`src/rtl/morse_decoder.sv`:
```
// Morse key receiver: times a synchronized key line, builds up to five dot/dash
// elements per character and decodes them on an inter-letter gap.
module morse_decoder #(
  parameter int unsigned CNT_W      = 16,
  parameter int unsigned MIN_PRESS  = 2,
  parameter int unsigned DOT_MAX    = 10,
  parameter int unsigned LETTER_GAP = 30
) (
  input  logic       clk,
  input  logic       rst,
  input  logic       key_in,
  output logic [4:0] morse_code,
  output logic [2:0] morse_len,
  output logic [5:0] char_code,
  output logic       char_valid,
  output logic       char_err,
  output logic       busy
);

  typedef enum logic [2:0] {
    S_IDLE,
    S_PRESS,
    S_GAP,
    S_EMIT,
    S_OVF
  } state_t;

  localparam logic [5:0]       CODE_NONE = 6'd63;
  localparam logic [CNT_W-1:0] C_MIN     = CNT_W'(MIN_PRESS);
  localparam logic [CNT_W-1:0] C_DOT     = CNT_W'(DOT_MAX);
  localparam logic [CNT_W-1:0] C_GAP     = CNT_W'(LETTER_GAP);

  logic             r_sync1;
  logic             r_key_s;
  logic [CNT_W-1:0] r_press_cnt;
  logic [CNT_W-1:0] r_gap_cnt;
  state_t           r_state;
  logic [4:0]       r_elems;
  logic [2:0]       r_nelem;
  logic [4:0]       r_morse_code;
  logic [2:0]       r_morse_len;
  logic [5:0]       r_char_code;
  logic             r_char_valid;
  logic             r_char_err;
  logic             r_busy;

  logic [CNT_W-1:0] w_press_inc;
  logic [CNT_W-1:0] w_gap_inc;
  logic             w_gap_done;
  logic             w_glitch;
  logic             w_dash;
  logic             w_dec_ok;
  logic [5:0]       w_dec_code;

  always_ff @(posedge clk or negedge rst) begin
    if (!rst) begin
      r_sync1 <= 1'b0;
      r_key_s <= 1'b0;
    end else begin
      r_sync1 <= key_in;
      r_key_s <= r_sync1;
    end
  end

  assign w_press_inc = (r_press_cnt == '1) ? r_press_cnt : r_press_cnt + CNT_W'(1);
  assign w_gap_inc   = (r_gap_cnt == '1)   ? r_gap_cnt   : r_gap_cnt + CNT_W'(1);

  // The gap counter runs in every state, so the low cycle that classifies the
  // last press already counts toward the letter gap.
  assign w_gap_done = !r_key_s && (w_gap_inc == C_GAP);
  assign w_glitch   = (r_press_cnt < C_MIN);
  assign w_dash     = (r_press_cnt > C_DOT);

  always_ff @(posedge clk or negedge rst) begin
    if (!rst) begin
      r_press_cnt <= '0;
      r_gap_cnt   <= '0;
    end else if (r_key_s) begin
      r_press_cnt <= w_press_inc;
      r_gap_cnt   <= '0;
    end else begin
      r_press_cnt <= '0;
      r_gap_cnt   <= w_gap_inc;
    end
  end

  // Element 0 sits in bit 0; unused high bits are always zero, so the
  // length/pattern pair is a unique key into the International Morse table.
  always_comb begin
    w_dec_ok   = 1'b1;
    w_dec_code = CODE_NONE;
    case ({r_nelem, r_elems})
      {3'd1, 5'b00000}: w_dec_code = 6'd14;
      {3'd1, 5'b00001}: w_dec_code = 6'd29;
      {3'd2, 5'b00010}: w_dec_code = 6'd10;
      {3'd2, 5'b00000}: w_dec_code = 6'd18;
      {3'd2, 5'b00011}: w_dec_code = 6'd22;
      {3'd2, 5'b00001}: w_dec_code = 6'd23;
      {3'd3, 5'b00001}: w_dec_code = 6'd13;
      {3'd3, 5'b00011}: w_dec_code = 6'd16;
      {3'd3, 5'b00101}: w_dec_code = 6'd20;
      {3'd3, 5'b00111}: w_dec_code = 6'd24;
      {3'd3, 5'b00010}: w_dec_code = 6'd27;
      {3'd3, 5'b00000}: w_dec_code = 6'd28;
      {3'd3, 5'b00100}: w_dec_code = 6'd30;
      {3'd3, 5'b00110}: w_dec_code = 6'd32;
      {3'd4, 5'b00001}: w_dec_code = 6'd11;
      {3'd4, 5'b00101}: w_dec_code = 6'd12;
      {3'd4, 5'b00100}: w_dec_code = 6'd15;
      {3'd4, 5'b00000}: w_dec_code = 6'd17;
      {3'd4, 5'b01110}: w_dec_code = 6'd19;
      {3'd4, 5'b00010}: w_dec_code = 6'd21;
      {3'd4, 5'b00110}: w_dec_code = 6'd25;
      {3'd4, 5'b01011}: w_dec_code = 6'd26;
      {3'd4, 5'b01000}: w_dec_code = 6'd31;
      {3'd4, 5'b01001}: w_dec_code = 6'd33;
      {3'd4, 5'b01101}: w_dec_code = 6'd34;
      {3'd4, 5'b00011}: w_dec_code = 6'd35;
      {3'd5, 5'b11111}: w_dec_code = 6'd0;
      {3'd5, 5'b11110}: w_dec_code = 6'd1;
      {3'd5, 5'b11100}: w_dec_code = 6'd2;
      {3'd5, 5'b11000}: w_dec_code = 6'd3;
      {3'd5, 5'b10000}: w_dec_code = 6'd4;
      {3'd5, 5'b00000}: w_dec_code = 6'd5;
      {3'd5, 5'b00001}: w_dec_code = 6'd6;
      {3'd5, 5'b00011}: w_dec_code = 6'd7;
      {3'd5, 5'b00111}: w_dec_code = 6'd8;
      {3'd5, 5'b01111}: w_dec_code = 6'd9;
      default:          w_dec_ok   = 1'b0;
    endcase
  end

  // Pulses are registered on the same edge that enters EMIT, so they appear
  // in the cycle right after the final gap cycle.
  always_ff @(posedge clk or negedge rst) begin
    if (!rst) begin
      r_state      <= S_IDLE;
      r_elems      <= '0;
      r_nelem      <= '0;
      r_morse_code <= '0;
      r_morse_len  <= '0;
      r_char_code  <= CODE_NONE;
      r_char_valid <= 1'b0;
      r_char_err   <= 1'b0;
      r_busy       <= 1'b0;
    end else begin
      r_char_valid <= 1'b0;
      r_char_err   <= 1'b0;
      case (r_state)
        S_IDLE: begin
          if (r_key_s) begin
            r_state <= S_PRESS;
            r_busy  <= 1'b1;
          end
        end
        S_PRESS: begin
          if (!r_key_s) begin
            if (w_glitch) begin
              if (r_nelem != 3'd0) begin
                r_state <= S_GAP;
              end else begin
                r_state <= S_IDLE;
                r_busy  <= 1'b0;
              end
            end else if (r_nelem == 3'd5) begin
              r_state <= S_OVF;
            end else begin
              r_elems <= r_elems | (5'(w_dash) << r_nelem);
              r_nelem <= r_nelem + 3'd1;
              r_state <= S_GAP;
            end
          end
        end
        S_GAP: begin
          if (r_key_s) begin
            r_state <= S_PRESS;
          end else if (w_gap_done) begin
            r_morse_code <= r_elems;
            r_morse_len  <= r_nelem;
            r_char_valid <= w_dec_ok;
            r_char_err   <= !w_dec_ok;
            r_char_code  <= w_dec_ok ? w_dec_code : CODE_NONE;
            r_state      <= S_EMIT;
          end
        end
        S_EMIT: begin
          r_elems <= '0;
          r_nelem <= '0;
          r_busy  <= 1'b0;
          r_state <= S_IDLE;
        end
        S_OVF: begin
          if (w_gap_done) begin
            r_char_err  <= 1'b1;
            r_char_code <= CODE_NONE;
            r_elems     <= '0;
            r_nelem     <= '0;
            r_busy      <= 1'b0;
            r_state     <= S_IDLE;
          end
        end
        default: begin
          r_elems <= '0;
          r_nelem <= '0;
          r_busy  <= 1'b0;
          r_state <= S_IDLE;
        end
      endcase
    end
  end

  assign morse_code = r_morse_code;
  assign morse_len  = r_morse_len;
  assign char_code  = r_char_code;
  assign char_valid = r_char_valid;
  assign char_err   = r_char_err;
  assign busy       = r_busy;

endmodule

```
`config.mk`:
```
export PLATFORM = sky130hd
export DESIGN_NAME = morse_decoder
export DESIGN_NICKNAME = d
export VERILOG_FILES = /design/src/rtl/morse_decoder.sv
export SDC_FILE = /design/constraint.sdc
export NUM_CORES = 1
export LEC_CHECK = 0
export ABC_AREA = 1
export ABC_CLOCK_PERIOD_IN_PS = 3100
export BUFFER_PORTS_ARGS = -buffer_cell sky130_fd_sc_hd__buf_2
export CAP_MARGIN = 20
export CORE_ASPECT_RATIO = 1.1
export CORE_MARGIN = 2
export CORE_UTILIZATION = 49
export CTS_CLUSTER_SIZE = 16
export DETAILED_ROUTE_END_ITERATION = 12
export GPL_ROUTABILITY_DRIVEN = 0
export MAX_ROUTING_LAYER = met4
export PLACE_DENSITY = 0.66
export SLEW_MARGIN = 20
export SYNTH_ARGS = -nofsm -noshare
export SYNTH_HDL_FRONTEND = slang
export SYNTH_SLANG_ARGS = --single-unit
```
`constraint.sdc`:
```
create_clock -name clk -period 3.1 [get_ports clk]
set_clock_uncertainty 0.2 [all_clocks]
set_input_delay 0.93 -clock clk [delete_from_list [all_inputs] [get_ports clk]]
set_output_delay 0.93 -clock clk [all_outputs]
set_load 0.02 [all_outputs]
```
-- Yosys cells after proc, flatten, opt, wreduce, memory -nomap -nowiden
Cells that the tools add are included.
- register bits: 62
- input port bits: 3
- output and inout bits: 17
- logic and storage cells: 132
- add/subtract/negate cells: 3
- order comparisons: 2
- equal/unequal tests: 54
- shift operators: 1
- muxes and demuxes: 42
- bitwise operators: 4
- reduce and logical (&&, ||, !) cells: 13
- operators with widths (cell ; number):
    6-bit case mux with 36 select lines ; 1
    8-bit equality test (second input constant) ; 22
    8-bit by 7-bit equality test with 1-bit output (second input constant) ; 12
    16-bit two-way mux ; 4
    36-bit OR reduction ; 1
    16-bit by 1-bit adder with 16-bit output (second input constant) ; 2
    16-bit equality test (second input constant) ; 2
    3-bit two-way mux ; 10
    6-bit two-way mux ; 4
    5-bit two-way mux ; 4
    2-bit != test (second input constant) ; 10
    16-bit by 5-bit equality test with 1-bit output (second input constant) ; 1
    8-bit by 6-bit equality test with 1-bit output (second input constant) ; 2
    16-bit by 4-bit greater-than comparator with 1-bit output (second input constant) ; 1
    16-bit by 2-bit < comparator with 1-bit output (second input constant) ; 1
    5-bit case mux with 3 select lines ; 1
    1-bit two-way mux ; 12
    3-bit case mux with 4 select lines ; 1
    6-bit case mux with 2 select lines ; 1
    3-bit case mux with 3 select lines ; 1
    4-bit AND reduction ; 2
    3-bit equality test (second input constant) ; 2
    6-bit AND reduction ; 1
    5-bit OR ; 1
    other kinds (17) ; 20

-- Depth between registers and ports, before layout
Gate-level depths: netlist (run 1).
- word-level depth: 7
- mapped depth: 16
- gate-level depth less buffers: 15

-- Worst setup path before layout (run 1)
Ideal clock, no wire load.
- path kind: flip-flop to flip-flop
- from: register r_gap_cnt[0]
- to: register r_elems[0]
- library setup time: 0.117 ns
- data arrival time: 1.951 ns
- data required time: 2.783 ns
- slack: 0.832 ns
- cell stages (with the launch flop): 17
- period minus slack after synthesis: 2.268 ns
- path through: dfrtp_1 > ha_1 > inv_2 > nor2_4 > nand2_4 > inv_2 > nand2_4 > buf_6 > nand3_1 > nor2_1 > nand2_1 > nor2_4 > nand3_2 > nand2_4 > nand2_2 > nand2_1 > nand2_1
- longest elaborated chain between the ends: 6
- ends and longest elaborated chain (what ; line ; RTL):
    start, declared ; 36 ; logic [CNT_W-1:0] r_gap_cnt;
    start signal, assigned ; 83 ; r_gap_cnt <= w_gap_inc;
    16-bit by 1-bit adder with 16-bit output / 16-bit equality test (equally long branches) ; 66 ; assign w_gap_inc = (r_gap_cnt == '1) ? r_gap_cnt : r_gap_cnt + CNT_W'(1);
    16-bit two-way mux (*) ; 66 ;
    16-bit by 5-bit equality test with 1-bit output (*) ; 70 ; assign w_gap_done = !r_key_s && (w_gap_inc == C_GAP);
    1-bit logical AND (*) ; 70 ;
    2-bit != test (no source line) (*) ; n/a ;
    5-bit AND reduction (no source line) (*) ; n/a ;
    end signal, assigned ; 168 ; r_elems <= r_elems | (5'(w_dash) << r_nelem);
    end, declared ; 38 ; logic [4:0] r_elems;
Every way passes the cells marked *; elsewhere a longest branch is shown, timed or not.
A chain may end at the register's enable or synchronous reset.

-- Final worst setup path (run 1)
- from: register r_gap_cnt[0]
- to: register r_elems[3]
The elaborated chain is that of the path after synthesis.

==> flow_metrics.env, run 1 <==
export IMPL_drt_total_wl_mm=9.883
export IMPL_crit_required_ns=3.12
export IMPL_hold_viol_final=0
export IMPL_antenna_cells=0
export IMPL_syn_area_per_cell_um2=6.990
export IMPL_die_w_um=90.81
export IMPL_worstSetupPathType="reg -> reg"
export IMPL_die_h_um=99.49
export IMPL_sw_frac_of_total_pct=34.38
export IMPL_cts_tree="done"
export IMPL_grt_max_degree=63
export IMPL_syn_area_um2=4061
export IMPL_hold_slack_ns=0.1607
export IMPL_fin_setup_tns_ns=0
export IMPL_synth_edff_count=0
export IMPL_path_clk_slew_ns=0.07
export IMPL_hpwl_mm=7.222
export IMPL_antenna_found_initial=0
export IMPL_synth_cell_types=42
export IMPL_die_area_um2=9034
export IMPL_clockRootBuffer="clkbuf_8"
export IMPL_syn_num_nets=589
export IMPL_cts_resized=0
export IMPL_grt_pass1_vias=3676
export IMPL_dp_cells=701
export IMPL_insertion_delay_ns=0.33
export IMPL_grt_overflow_total=0
export IMPL_cts_hold_buf=0
export IMPL_syn_inst=581
export IMPL_min_period_ns=2.659
export IMPL_syn_to_final_growth_pct=10.35
export IMPL_worst_pin_slew_ns=0.7331
export IMPL_critical_path_top_delay_family="simple AND/OR/NAND/NOR gates"
export IMPL_path_common_cell="nand2_1"
export IMPL_slew_headroom_pct=51.13
export IMPL_via_per_inst=5.445
export IMPL_vdd_drop_max_uv=384.5
export IMPL_routedWlPerCell_um=13.78
export IMPL_hold_path_class="reg -> reg"
export IMPL_rows=34
export IMPL_critical_path_peak_fanout=14
export IMPL_critPathMaxStageDelay_ns=0.46
export IMPL_crit_slowest_cell="dfrtp_1"
export IMPL_rsz0062_at_grt="no"
export IMPL_status="finished clean"
export IMPL_timing_critical_path_buf_inv=2
export IMPL_switchingPower_w=0.0007829
export IMPL_cts_made_buffers=9
export IMPL_max_freq_mhz=376.1
export IMPL_htree_levels=3
export IMPL_yosys_area_top_type_share_pct=34.50
export IMPL_placed_area_um2=4259
export IMPL_grt_first_pass_wirelength_mm=17.28
export IMPL_final_cell_mix="nand2_1 (158), nor2_1 (81), inv_1 (67), dfrtp_1 (56), nand3_1 (51)"
export IMPL_clock_sinks=62
export IMPL_seqPwrFrac_pct=39.5
export IMPL_fin_nets=612
export IMPL_critical_path_cell_chain="ha_1 -> inv_2 -> nor2_4 -> nand3_1 -> o21ai_1 -> inv_1 -> nor2_1 -> nand2_1 -> nor2_4 -> nand3_2 -> nand2_4 -> nand2_2 -> nand2_1 -> nand2_1"
export IMPL_num_vias=3904
export IMPL_critPathCaptureType="flip-flop"
export IMPL_fin_cells=717
export IMPL_core_um2=7998
export IMPL_grt_usage_pct=24.11
export IMPL_p_total_w=0.002277
export IMPL_drt_pass1_iterations=5
export IMPL_ios=20
export IMPL_start_util_pct=50.78
export IMPL_antenna_left=0
export IMPL_cts_path_max_buffers=2
export IMPL_setup_violations_final=0
export IMPL_synth_seq_cells=62
export IMPL_async_flop_share_pct=100.0
export IMPL_synth_ff_type="dfrtp_1"
export IMPL_maxCapViolCount=0
export IMPL_synth_area_leader_cell="dfrtp_1"
export IMPL_io_buffers=19
export IMPL_post_cts_buffers=0
export IMPL_drive_above_1_share_pct=12.64
export IMPL_drt_iter0_drc=360
export IMPL_finalCritPeriodShare_pct=85.78
export IMPL_drv_slew=0
export IMPL_synth_area_top_cells="dfrtp_1 (35%), nand2_1 (15%), nor2_1 (7.5%)"
export IMPL_leakagePower_nw=2.291
export IMPL_combinationalPowerShare_pct=25.0
export IMPL_p_int_w=0.001495
export IMPL_yosys_warnings=0
export IMPL_layout_commonest_cell="nand2_1"
export IMPL_seq_area_frac_synth_pct=38.39
export IMPL_cp_arrival_ns=2.68
export IMPL_crit_path_start_kind="flip-flop"
export IMPL_clkPwrFrac_pct=35.5
export IMPL_drc=0
export IMPL_p_per_area_nw_per_um2=508.1
export IMPL_fin_area_um2=4482
==> routing by layer <==
layer  part of all wire [%]  vias to the layer above  GRT usage (%)
met5                      0                        -              -
met1                     47                     1786          33.14
met4                    2.2                        0          9.557
li1                       -                     1952              -
met3                    5.9                       22          3.485
met2                     45                      144          36.28
==> Yosys cell counts (all sizes together), types with 2 or more instances <==
cell type	number
a211oi	3
a21oi	20
a31oi	8
buf	9
clkbuf	2
dfrtp	56
dfstp	6
ha	5
inv	72
nand2	165
nand3	53
nand3b	2
nand4	19
nor2	94
nor3	16
nor3b	2
nor4	4
o2111ai	4
o21ai	26
o22ai	2
xnor2	2
xor2	4
==> registers in the layout (all words and copies together), names as in the netlist, 3 cells and up <==
register,flops
morse_code,5
r_elems,5
r_state,3
char_code,6
r_gap_cnt,16
morse_len,3
r_press_cnt,16
r_nelem,3
==> power by group through the flow <==
stage | Combinational, W | Sequential [W] | Clock, W
final | 0.000570 | 0.000900 | 0.000807
after global routing | 0.000651 | 0.000909 | 0.000866
after detailed placement | 0.000560 | 0.000916 | 0
after CTS | 0.000564 | 0.000901 | 0.000828
after floorplan | 0.000429 | 0.000902 | 0
after global placement | 0.000555 | 0.000914 | 0
==> metrics by stage <==
step	worst slack, ns	utilization (%)
5_1_grt	0.09659	56.04
2_1_floorplan	0.8317	-
6_report	0.4408	56.04
3_5_place_dp	0.4770	53.25
4_1_cts	0.4769	56.04
3_3_place_gp	0.5644	53.25
==> final timing paths <==
path	from	endpoint	slack [ns]	cells after the start
worst max-delay path	r_gap_cnt[0]$_DFF_PN0_	r_elems[3]$_DFFE_PN0P_	0.44	14
worst min-delay path	r_sync1$_DFF_PN0_	r_key_s$_DFF_PN0_	0.16	0
worst max register to register	r_gap_cnt[0]$_DFF_PN0_	r_elems[3]$_DFFE_PN0P_	0.44	14
worst min register to register	r_sync1$_DFF_PN0_	r_key_s$_DFF_PN0_	0.16	0
max in group asynchronous	rst	char_code[1]$_DFFE_PN1P_	2.01	2
min in group asynchronous	rst	r_gap_cnt[6]$_DFF_PN0_	0.40	2
==> area by class of cell <==
class	instances	area, µm²
flip-flops and latches	62	1559
clock inverters	6	85.08
clock buffers	10	137.6
fillers	775	3516
repair buffers	23	137.6
well taps	108	135.1
inverters	72	270.3
multi-input cells	436	2157
==> cells by family (layout without fill, tap and decap cells) <==
family                     count (synthesis)  in the layout  share of synthesized area (%)
AOI/OAI and AO/OA                         68             68                          10.17
and+or+nand+nor                          357            357                          40.11
buffers and inverters                     83            111                          8.502
xor gates and xnor gates                   6              6                          1.294
DFF                                       62             62                          38.39
adders and majority gates                  5              5                          1.540
Power figures use the tool's default switching activity.
==> run 2: changes to the inputs <==
--- a/config.mk
+++ b/config.mk
@@ -9,7 +9,7 @@
 export ABC_CLOCK_PERIOD_IN_PS = 3100
 export BUFFER_PORTS_ARGS = -buffer_cell sky130_fd_sc_hd__buf_2
 export CAP_MARGIN = 20
-export CORE_ASPECT_RATIO = 1.1
+export CORE_ASPECT_RATIO = 0.5
 export CORE_MARGIN = 2
 export CORE_UTILIZATION = 49
 export CTS_CLUSTER_SIZE = 16
==> run 2 against run 1 <==
Compared with the run above: die area grew 0.48%; critical path depth is the same; global-route usage shrank 0.11 points; sequential cell count is the same; clock power grew 16%; combinational power grew 2%; largest cell class unchanged; largest power group is now clock.
==> flow_metrics.env, run 2 (same netlist as run 1, synthesis figures left out) <==
export IMPL_finalCritPeriodShare_pct=85.86
export IMPL_insertion_delay_ns=0.33
export IMPL_drc=0
export IMPL_clockRootBuffer="clkbuf_16"
export IMPL_path_clk_slew_ns=0.05
export IMPL_antenna_cells=0
export IMPL_maxCapViolCount=0
export IMPL_antenna_left=0
export IMPL_path_common_cell="nand2_4"
export IMPL_slew_headroom_pct=60.60
export IMPL_drv_slew=0
export IMPL_crit_slowest_cell="dfrtp_1"
export IMPL_placed_area_um2=4287
export IMPL_grt_max_degree=33
export IMPL_cp_arrival_ns=2.68
export IMPL_rsz0062_at_grt="no"
export IMPL_htree_levels=3
export IMPL_grt_pass1_vias=3473
export IMPL_crit_required_ns=3.12
export IMPL_drive_above_1_share_pct=12.42
export IMPL_worstSetupPathType="reg -> reg"
export IMPL_grt_overflow_total=0
export IMPL_drt_iter0_drc=355
export IMPL_vdd_drop_max_uv=288.3
export IMPL_cts_path_max_buffers=2
export IMPL_cts_hold_buf=0
export IMPL_hold_path_class="reg -> reg"
export IMPL_die_w_um=132.8
export IMPL_cts_resized=0
export IMPL_fin_setup_tns_ns=0
export IMPL_rows=23
export IMPL_p_per_area_nw_per_um2=529.3
export IMPL_die_h_um=68.38
export IMPL_setup_violations_final=0
export IMPL_via_per_inst=5.387
export IMPL_max_freq_mhz=375.7
export IMPL_worst_pin_slew_ns=0.5878
export IMPL_die_area_um2=9077
export IMPL_antenna_found_initial=0
export IMPL_io_buffers=19
export IMPL_holdCritStartpoint="r_sync1$_DFF_PN0_"
export IMPL_final_cell_mix="nand2_1 (158), nor2_1 (81), inv_1 (67), dfrtp_1 (56), nand3_1 (51)"
export IMPL_hpwl_mm=7.259
export IMPL_num_vias=3900
export IMPL_routedWlPerCell_um=13.53
export IMPL_post_cts_buffers=0
export IMPL_fin_nets=615
export IMPL_critPathMaxStageDelay_ns=0.44
export IMPL_cts_made_buffers=9
export IMPL_status="finished clean"
export IMPL_grt_first_pass_wirelength_mm=16.52
export IMPL_leakagePower_nw=2.331
export IMPL_clock_sinks=62
export IMPL_critPathCaptureType="flip-flop"
export IMPL_crit_reg2reg_launch="r_gap_cnt[0]$_DFF_PN0_"
export IMPL_drt_total_wl_mm=9.796
export IMPL_syn_to_final_growth_pct=12.26
export IMPL_ios=20
export IMPL_cts_tree="done"
export IMPL_start_util_pct=50.58
export IMPL_grt_usage_pct=23.99
export IMPL_fin_area_um2=4559
export IMPL_hold_viol_final=0
export IMPL_critical_path_peak_fanout=16
export IMPL_core_um2=8029
export IMPL_startpoint="r_gap_cnt[0]$_DFF_PN0_"
export IMPL_drt_pass1_iterations=5
export IMPL_min_period_ns=2.662
export IMPL_layout_commonest_cell="nand2_1"
export IMPL_critical_path_cell_chain="ha_1 -> inv_2 -> nor2_4 -> nand2_4 -> inv_2 -> nand2_4 -> o21ai_0 -> nand3_1 -> nor2_2 -> nand3_2 -> nand2_4 -> nand2_2 -> nand2_1 -> nand2_1"
export IMPL_crit_path_start_kind="flip-flop"
[run 2: cell types whose count changed in the layout (fill, tap and decap cells not counted), sizes merged]
cell	change
buf	+3
clkinv	-1
clkbuf	+5
bufinv	-2
clkinvlp	-2
[run 2: final timing paths]
kind | depth (start not counted) | slack [ns] | endpoint
max | 14 | 0.44 | r_elems[2]$_DFFE_PN0P_
max reg2reg | 14 | 0.44 | r_elems[2]$_DFFE_PN0P_
min | 0 | 0.15 | r_key_s$_DFF_PN0_
max in group asynchronous | 2 | 1.73 | char_code[2]$_DFFE_PN1P_
min in group asynchronous | 1 | 0.34 | r_elems[4]$_DFFE_PN0P_
min reg2reg | 0 | 0.15 | r_key_s$_DFF_PN0_
[run 2: metrics by stage]
stage,utilization (%),hold slack (ns),setup WS [ns],total power (W),std cells
final,56.79,0.1546,0.4385,0.002413,724
after detailed placement,53.39,0.1413,0.4810,0.001480,708
after global placement,53.39,0.1338,0.5023,0.001471,708
after CTS,56.79,0.1510,0.4591,0.002421,724
after global routing,56.79,0.1650,0.2382,0.002559,724
after floorplan,-,0.1312,0.8317,0.001330,581
[run 2: final cells by class]
class / count / area [µm²]
clock buffers: 15 / 267.8
clock inverters: 1 / 5.005
fillers: 769 / 3470
inverters: 72 / 270.3
multi-input cells: 436 / 2157
flip-flops and latches: 62 / 1559
well taps: 112 / 140.1
repair buffers: 26 / 160.2
[run 2: worst max-delay path, delay by kind of cell (launching register included)]
family / cells / cell delay [ns]
buf+inv: 2 / 0.17
compound gates: 1 / 0.18
fa+ha+maj: 1 / 0.30
flops: 1 / 0.44
simple gates: 10 / 1.26
[run 2: power by group]
group          switching, W  internal (W)  total (W)  leakage [nW]
registers         0.0000466      0.000850   0.000897         0.829
logic              0.000405      0.000176   0.000581          1.37
clock network      0.000351      0.000584   0.000935         0.134
[run 2: layer usage]
metal,up-vias,wire [µm],GRT usage [%],part of all wire (%)
met5,-,0,-,0
met4,0,155,8.602,1.6
met3,17,595,6.296,6.1
met2,129,4160,36.14,42
met1,1792,4885,31.61,50
li1,1962,-,-,-
==> run 3: changes to the inputs <==
--- a/config.mk
+++ b/config.mk
@@ -16,7 +16,7 @@
 export DETAILED_ROUTE_END_ITERATION = 12
 export GPL_ROUTABILITY_DRIVEN = 0
 export MAX_ROUTING_LAYER = met4
-export PLACE_DENSITY = 0.66
+export PLACE_DENSITY = 0.65
 export SLEW_MARGIN = 20
 export SYNTH_ARGS = -nofsm -noshare
 export SYNTH_HDL_FRONTEND = slang
==> run 3 against run 2 <==
Compared with the run above: hold slack better by 0.0018 ns; sequential share of layout area is 0.41 points lower; highest routed layer unchanged; register-to-register slack worse by 0.08 ns; global-route usage is 0.36 points higher; critical path type unchanged; largest cell class unchanged.
==> flow_metrics.env, run 3 (same netlist as run 1, synthesis figures left out) <==
export IMPL_critical_path_top_delay_family="simple AND/OR/NAND/NOR gates"
export IMPL_start_util_pct=50.58
export IMPL_die_w_um=132.8
export IMPL_via_per_inst=5.423
export IMPL_cts_path_max_buffers=2
export IMPL_r2r_setup_slack_ns=0.36
export IMPL_routedWlPerCell_um=13.98
export IMPL_layout_commonest_cell="nand2_1"
export IMPL_hpwl_mm=7.423
export IMPL_vdd_drop_max_uv=328.8
export IMPL_die_area_um2=9077
export IMPL_cts_resized=0
export IMPL_clock_sinks=62
export IMPL_hold_depth=0
export IMPL_ios=20
export IMPL_post_cts_buffers=0
export IMPL_htree_levels=3
export IMPL_drc=0
export IMPL_cts_hold_buf=0
export IMPL_setup_violations_final=0
export IMPL_grt_usage_pct=24.35
export IMPL_rr_worst_depth=14
export IMPL_holdCritStartpoint="r_sync1$_DFF_PN0_"
export IMPL_worstSetupPathType="reg -> reg"
export IMPL_hold_slack_ns=0.1563
export IMPL_crit_required_ns=3.12
export IMPL_worst_pin_slew_ns=0.6090
export IMPL_maxCapViolCount=0
export IMPL_clockRootBuffer="clkbuf_16"
export IMPL_p_per_area_nw_per_um2=563.8
export IMPL_sw_frac_of_total_pct=31.05
export IMPL_reg2reg_to="r_elems[4]$_DFFE_PN0P_"
export IMPL_combinationalPowerShare_pct=22.4
export IMPL_critical_path_cell_chain="ha_1 -> inv_2 -> nor2_4 -> nand2_4 -> inv_2 -> nand2_4 -> o21ai_0 -> nand3_1 -> nor2_2 -> nand3_2 -> nand2_4 -> nand2_2 -> nand2_1 -> nand2_1"
export IMPL_p_total_w=0.002601
export IMPL_hold_path_class="reg -> reg"
export IMPL_antenna_found_initial=0
export IMPL_drt_total_wl_mm=10.11
export IMPL_io_buffers=19
export IMPL_final_cell_mix="nand2_1 (158), nor2_1 (81), inv_1 (67), dfrtp_1 (56), nand3_1 (51)"
export IMPL_hold_viol_final=0
export IMPL_critical_path_peak_fanout=16
export IMPL_min_period_ns=2.744
export IMPL_leakagePower_nw=2.358
export IMPL_rsz0062_at_grt="no"
export IMPL_grt_overflow_total=0
export IMPL_cts_made_buffers=9
export IMPL_slew_headroom_pct=59.40
export IMPL_fin_nets=614
export IMPL_hold_end="r_key_s$_DFF_PN0_"
export IMPL_core_um2=8029
export IMPL_grt_max_degree=38
export IMPL_drive_above_1_share_pct=12.77
export IMPL_crit_slowest_cell="dfrtp_1"
export IMPL_rows=23
export IMPL_finalCritPeriodShare_pct=88.52
export IMPL_antenna_cells=0
export IMPL_cts_tree="done"
export IMPL_fin_setup_tns_ns=0
export IMPL_drt_pass1_iterations=7
export IMPL_path_common_cell="nand2_4"
export IMPL_max_freq_mhz=364.4
export IMPL_clkPwrFrac_pct=43.0
export IMPL_fin_util_pct=57.47
export IMPL_antenna_left=0
export IMPL_path_clk_slew_ns=0.06
export IMPL_drt_iter0_drc=400
export IMPL_insertion_delay_ns=0.33
export IMPL_grt_first_pass_wirelength_mm=16.80
export IMPL_placed_area_um2=4279
export IMPL_switchingPower_w=0.0008078
export IMPL_status="finished clean"
export IMPL_crit_reg2reg_launch="r_gap_cnt[0]$_DFF_PN0_"
export IMPL_syn_to_final_growth_pct=13.62
export IMPL_critPathCaptureType="flip-flop"
export IMPL_p_int_w=0.001794
export IMPL_timing_critical_path_buf_inv=2
export IMPL_fin_area_um2=4614
export IMPL_drv_slew=0
export IMPL_grt_pass1_vias=3561
export IMPL_fillers=760
export IMPL_num_vias=3921
export IMPL_critPathMaxStageDelay_ns=0.44
export IMPL_crit_path_start_kind="flip-flop"
export IMPL_die_h_um=68.38
export IMPL_seqPwrFrac_pct=34.6
export IMPL_cp_arrival_ns=2.76
-- run 3: layout make-up --
type | count | area [µm²] | area share [%]
well taps | 112 | 140.1 | 3.037
clock buffers | 13 | 270.3 | 5.857
flip-flops and latches | 62 | 1559 | 33.79
inverters | 72 | 270.3 | 5.857
multi-input cells | 436 | 2157 | 46.75
repair buffers | 25 | 152.6 | 3.308
clock inverters | 3 | 65.06 | 1.410
-- run 3: metrics by stage --
| step | setup WS, ns | cells |
|---|---|---|
| finish | 0.3558 | 723 |
| global placement | 0.4801 | 707 |
| detailed placement | 0.4137 | 707 |
| global route | 0.1114 | 723 |
| floorplan | 0.8317 | 581 |
| CTS | 0.3680 | 723 |
-- run 3: worst max-delay path by stage --
stage,startpoint,endpoint,cells after the start
after floorplan,r_gap_cnt[0]$_DFF_PN0_,r_elems[0]$_DFFE_PN0P_,16
after global placement,r_gap_cnt[0]$_DFF_PN0_,r_nelem[0]$_DFFE_PN0P_,14
after detailed placement,r_gap_cnt[0]$_DFF_PN0_,r_elems[4]$_DFFE_PN0P_,14
after CTS,r_gap_cnt[0]$_DFF_PN0_,r_elems[4]$_DFFE_PN0P_,14
after global routing,r_gap_cnt[0]$_DFF_PN0_,r_nelem[1]$_DFFE_PN0P_,14
final,r_gap_cnt[0]$_DFF_PN0_,r_elems[4]$_DFFE_PN0P_,14
-- run 3: routing by layer --
metal | vias to the layer above | global-route usage, % | share of wire (%)
li1 | 1949 | - | -
met1 | 1831 | 32.46 | 49
met2 | 123 | 38.21 | 44
met3 | 18 | 4.963 | 6.2
met4 | 0 | 6.989 | 1.4
met5 | - | - | 0
-- run 3: power by group through the flow --
stage | registers (W) | clock network, W | logic (W)
after CTS | 0.000898 | 0.00113 | 0.000579
after detailed placement | 0.000912 | 0 | 0.000573
after floorplan | 0.000902 | 0 | 0.000429
final | 0.000899 | 0.00112 | 0.000582
after global placement | 0.000912 | 0 | 0.000567
after global routing | 0.000905 | 0.00117 | 0.000671
-- run 3: worst reg2reg max path: stages, from the launching register on --
cell and delay (ns):
dfrtp_1 0.44, ha_1 0.31, inv_2 0.07, nor2_4 0.16, nand2_4 0.08, inv_2 0.09
nand2_4 0.13, o21ai_0 0.21, nand3_1 0.15, nor2_2 0.21, nand3_2 0.11, nand2_4 0.15
nand2_2 0.15, nand2_1 0.12, nand2_1 0.05
